==> src/rtl/sample_delay_line.sv <==
`default_nettype none
// ============================================================================
// Module      : sample_delay_line
// Description : Programmable 0..255 sample delay for an ADC sample stream,
//               held in a 256 x 14-bit circular buffer. Define
//               SAMPLE_DELAY_ECHO_EN to add the optional echo mix
//               (current + delayed, halved). With the macro undefined,
//               mix_en is ignored and the plain delayed word is output.
// Revision    : 1.0 - initial release
// ============================================================================
module sample_delay_line (
  input  logic        CLK_50M,
  input  logic        reset,
  input  logic        sample_strobe,
  input  logic [13:0] sample_in,
  input  logic [7:0]  delay,
  input  logic        mix_en,
  output logic [13:0] sample_out,
  output logic        out_valid,
  output logic        filled
);

  localparam int unsigned DATA_W  = 14;
  localparam int unsigned DEPTH   = 256;
  localparam logic [7:0]  FILL_MAX = 8'hFF;

  // History buffer: not reset, because the fill counter keeps stale words
  // from ever reaching the output.
  logic [DATA_W-1:0] mem_q [DEPTH];

  logic [7:0]        wr_ptr_q,     wr_ptr_d;
  logic [7:0]        fill_count_q, fill_count_d;
  logic [DATA_W-1:0] sample_out_q, sample_out_d;
  logic              out_valid_q,  out_valid_d;
  logic              filled_q,     filled_d;

  logic [7:0]        rd_addr;
  logic              have_history;
  logic [DATA_W-1:0] delayed_word;
  logic [DATA_W-1:0] result_word;

  // Read address and delayed-word selection, evaluated before this cycle's write.
  always_comb begin
    rd_addr      = wr_ptr_q - delay;
    have_history = (fill_count_q >= delay);
    if (delay == 8'd0) begin
      delayed_word = sample_in;
    end else if (have_history) begin
      delayed_word = mem_q[rd_addr];
    end else begin
      delayed_word = '0;
    end
  end

`ifdef SAMPLE_DELAY_ECHO_EN
  logic signed [DATA_W:0] mix_sum;

  // Echo mix: 15-bit signed sum so the halved result can never overflow.
  always_comb begin
    mix_sum = $signed({sample_in[DATA_W-1], sample_in})
            + $signed({delayed_word[DATA_W-1], delayed_word});
    if (mix_en) begin
      result_word = mix_sum[DATA_W:1];
    end else begin
      result_word = delayed_word;
    end
  end
`else
  // mix_en has no function in this build; tie it off for lint.
  logic unused_mix_en;
  assign unused_mix_en = mix_en;

  // No mixing: the delayed word goes straight out.
  always_comb begin
    result_word = delayed_word;
  end
`endif

  // Next-state logic: all state advances only on a strobe; out_valid self-clears.
  always_comb begin
    wr_ptr_d     = wr_ptr_q;
    fill_count_d = fill_count_q;
    sample_out_d = sample_out_q;
    filled_d     = filled_q;
    out_valid_d  = 1'b0;
    if (sample_strobe) begin
      wr_ptr_d     = wr_ptr_q + 8'd1;
      fill_count_d = (fill_count_q == FILL_MAX) ? FILL_MAX : fill_count_q + 8'd1;
      sample_out_d = result_word;
      filled_d     = have_history;
      out_valid_d  = 1'b1;
    end
  end

  // State registers with synchronous reset; reset wins over a coincident strobe.
  always_ff @(posedge CLK_50M) begin
    if (reset) begin
      wr_ptr_q     <= '0;
      fill_count_q <= '0;
      sample_out_q <= '0;
      out_valid_q  <= 1'b0;
      filled_q     <= 1'b0;
    end else begin
      wr_ptr_q     <= wr_ptr_d;
      fill_count_q <= fill_count_d;
      sample_out_q <= sample_out_d;
      out_valid_q  <= out_valid_d;
      filled_q     <= filled_d;
    end
  end

  // Buffer write; suppressed under reset so a coincident strobe leaves no trace.
  always_ff @(posedge CLK_50M) begin
    if (sample_strobe && !reset) begin
      mem_q[wr_ptr_q] <= sample_in;
    end
  end

  assign sample_out = sample_out_q;
  assign filled     = filled_q;
  // A reset raised in the cycle right after a strobe hides that strobe's pulse
  // immediately rather than one cycle late.
  assign out_valid  = out_valid_q && !reset;

endmodule
`default_nettype wire

==> config.mk <==
export PLATFORM = sky130hd
export DESIGN_NAME = sample_delay_line
export DESIGN_NICKNAME = d
export VERILOG_FILES = /design/src/rtl/sample_delay_line.sv
export SDC_FILE = /design/constraint.sdc
export NUM_CORES = 2
export LEC_CHECK = 0
export ABC_CLOCK_PERIOD_IN_PS = 3300
export BUFFER_PORTS_ARGS = -buffer_cell sky130_fd_sc_hd__buf_2
export CORE_MARGIN = 2
export CORE_UTILIZATION = 50
export DETAILED_ROUTE_END_ITERATION = 6
export GPL_TIMING_DRIVEN = 1
export MAX_ROUTING_LAYER = met4
export PLACE_DENSITY = 0.68
export SYNTH_ARGS = -nofsm -noshare
export SYNTH_HDL_FRONTEND = slang
export SYNTH_SLANG_ARGS = --single-unit
==> constraint.sdc <==
create_clock -name CLK_50M -period 3.3 [get_ports CLK_50M]
set_input_delay 0.66 -clock CLK_50M [delete_from_list [all_inputs] [get_ports CLK_50M]]
set_output_delay 0.66 -clock CLK_50M [all_outputs]
set_load 0.02 [all_outputs]
==> summary by stage <==
Run status
The flow ran to the end, but the final reports show violations. The checks that failed: setup timing.

Floorplan
Row generation in the floorplan step produced 194 rows. The overall die width is 533 um. 42 I/O pins were placed. The starting utilization of the core area is 0.502. The die area is 284000 um^2. In this run the standard cell core region covers 279000 um^2. The die height is 533 um.

STA
The clock tree skew after final layout is 60.0 ps. The worst hold slack is 100 ps. The maximum operating frequency is 272 MHz. The final-report setup violation count is 14.

The max-slew violation count is 0. The setup slack after layout is -376 ps. The time the final worst path needs with I/O delays and setup is 3680 ps.

Setup repair after global routing could not meet its margin everywhere. Dividing the final minimum period by the clock period gives 1.11. In this run the tightest slew margin relative to its limit is 0.185. The hold violation count in the final report is 0. The slew at the pin closest to its max-slew limit is 1220 ps.

Global routing
Global routing finished with a remaining overflow of 0. The wire length of the first global-routing pass is 519 mm. Entering global routing, the biggest net connects 127 pins. The via count of the first global-routing pass is 70878. The number of antenna violations at the first check in global routing is 15.

The global routing usage summed across all routing layers is 0.263.

Worst hold path
The startpoint of the tightest hold check path is sample_in[10]. For hold timing, the worst endpoint is mem_q[229][10]. In this run the worst hold path is classified as input port to register.

The cell depth of the worst min-delay path is 1.

Worst setup path
In this run the critical register-to-register path is launched from wr_ptr_q[0]. The setup check on the worst reg-to-reg path leaves a slack of -380 ps. Measured in cells, the most critical reg-to-reg path has a length of 15. The kind of critical path is register to register. STA classifies the critical path endpoint as a register.

Data on the critical path is required at its endpoint by 4090 ps. The capture instance of the worst register-to-register path is sample_out[2]. The largest fanout on the critical path is 20. The worst setup path is launched from a register. For the worst setup path, the data arrival time is 4460 ps.

Logic synthesis
The post-synthesis async set-or-reset flop share is 0. The sequential cell area fraction in the yosys report is 0.773. The count of different cell masters after synthesis is 62.

In this run, synthesis inferred 3584 flip-flops with an integrated enable. A synthesized cell averages 22.3 um^2. The number of nets handed over by synthesis was 6337. The cell type with the highest aggregate area in the netlist is edfxtp_1. By area the synthesized netlist is led by edfxtp_1 (77%), mux4_2 (16%), nor2_1 (1.0%).

Synthesis handed over a netlist of 6289 instances. Counting flops and latches in the post-synthesis netlist gives 3616. The area share of the largest cell type after synthesis is 0.768. The primary flip-flop cell chosen by synthesis mapping is edfxtp_1. The warning count from the yosys run is 0.

The cell area that synthesis handed to floorplanning was 140000 um^2. The most common cell in the netlist is edfxtp_1. The commonest cells after synthesis are edfxtp_1 (3584), mux4_2 (1019), nor2_1 (383).

Detailed routing
In the final routed layout, each cell accounts on average for 32.1 um. After detailed routing, the number of vias per cell comes to 6.26. The first detailed-routing pass took 5 iterations. For this run, design rule violations remaining after detail routing come to 0. Once detail routing completed, the nets flagged for antenna violations numbered 0.

Summing over every cut layer, the via total after detailed routing is 70883. For this block, the initial DRC count from the detailed router was 10240. The detailed-route wire length is 363 mm.

Placed design
Input and output buffers added on the ports amount to 40. The half-perimeter wire length after detailed placement is 228 mm. The congestion estimate from routability-driven global placement came to 0.892.

Power
The total power per unit cell area is 636 nW/um^2. The total chip power is 105 mW. The leakage power is 53.3 nW. The worst vdd rail ir drop is 0.575 mV.

CTS
Clock tree synthesis selected as its root buffer the cell clkbuf_16. The maximum root-to-sink buffer count is 4. The clock latency on the worst-skew pair is 960 ps. The number of hold buffers added after CTS was 0. In this run the number of H-tree levels came out at 5. The clock tree from TritonCTS is built. The number of sinks on the clock net is 3616.

The number of clock buffers added by TritonCTS is 354. The clock-pin slew reported for the worst setup and hold paths after clock tree synthesis is 60 ps.

Job
The tool flagged a number of max-cap violations equal to 0.

Layout
The share of final-layout standard cells stronger than drive strength 1 is 0.360. After the last flow step, the layout net total stands at 7352. The area overhead of the layout relative to synthesis is 18.3%.
per-stage QoR:
stage | utilization | setup TNS, ps | instances | area (um^2) | setup WS (ps)
3_3_place_gp | 0.546 | -15210 | 10613 | 152000 | -1220
2_1_floorplan | - | 0 | 6289 | 140000 | 1.74
5_1_grt | 0.594 | -5070 | 11318 | 166000 | -407
3_5_place_dp | 0.546 | -15170 | 10613 | 152000 | -1230
4_1_cts | 0.593 | -4850 | 11304 | 165000 | -394
6_report | 0.594 | -4630 | 11322 | 166000 | -376
cell type report:
type	instances	area, um^2
clock inverter	221	2320
fill	19215	113000
tap	3724	4660
sequential	3616	108000
antenna	6	15.0
timing repair buffer	1028	10400
clock buffer	423	9170
inverter	14	52.6
multi-input combinational	2290	30800
worst max-delay path, cell delays in order, from the launching register on:
cell and delay, ps:
dfxtp_2 330, inv_2 50, ha_4 150, fa_4 810, buf_12 180, buf_12 140
buf_16 170, buf_12 140, mux4_2 300, mux2_2 280, o22ai_1 130, buf_4 190
o21ai_1 150, buf_4 230, a31oi_4 190, o2bb2ai_2 60
worst max-delay path by stage:
stage / start / to / slack, ps / depth (start not counted)
floorplan: delay[0] / sample_out[0] / 2 / 13
global placement: delay[0] / sample_out[7] / -1220 / 12
detailed placement: delay[0] / sample_out[7] / -1230 / 12
CTS: wr_ptr_q[0] / sample_out[1] / -390 / 12
global route: wr_ptr_q[0] / sample_out[2] / -410 / 15
finish: wr_ptr_q[0] / sample_out[2] / -380 / 15
kinds of logic (layout without fill, tap and decap cells):
kind of cell    Yosys count  in the layout  share of synthesized area
fa+ha+maj                22             22                    0.00202
flops                  3616           3616                      0.773
compound gates          264            264                     0.0140
buf+inv                 383           1686                     0.0133
other cells               0              6                          0
xor+xnor                 16             16                    0.00119
mux                    1118           1118                      0.171
simple gates            870            870                     0.0253
sequential cells by signal, summed over array words and instances, names as in the netlist:
register      cells
filled            1
sample_out       14
fill_count_q      8
wr_ptr_q          8
mem_q          3584
out_valid_q       1
layout by cell type, fill, tap and decap left out, drive strengths merged, types with 3 or more instances in the layout:
cell / instances
o2111ai: 14
xnor2: 8
mux2: 27
o2bb2ai: 13
a32o: 15
nand2: 312
nor2: 385
and3: 4
a31oi: 44
clkbuf: 425
nand3: 124
inv: 33
bufinv: 34
nor3: 6
ha: 21
o41ai: 13
edfxtp: 3584
mux2i: 72
mux4: 1019
xor2: 8
diode: 6
or2: 5
dfxtp: 32
nand4: 12
buf: 1023
bufbuf: 3
a311oi: 3
a221oi: 27
a211oi: 6
o21ai: 61
o22ai: 13
nor2b: 14
clkinvlp: 22
o211ai: 14
a21oi: 21
clkinv: 146
metal layers:
| layer | GRT usage | vias to the layer above | part of all wire |
|---|---|---|---|
| li1 | - | 28499 | - |
| met1 | 0.363 | 37804 | 0.38 |
| met2 | 0.402 | 3986 | 0.48 |
| met3 | 0.0457 | 594 | 0.099 |
| met4 | 0.0874 | 0 | 0.039 |
| met5 | - | - | 0 |
report_power, final:
part           internal [mW]  switching (mW)  leakage [nW]
Clock                   22.7            17.4          5.54
Sequential              50.5          0.0399          32.5
Combinational           7.13            7.59          15.3
repair_timing:
action,CTS,global route
gates resized for setup,172,73
gates cloned,9,1
pin swaps,24,28
endpoints found under the setup margin,14,14
buffers inserted,40,12
Note: power is estimated with default switching activity, not from simulation.
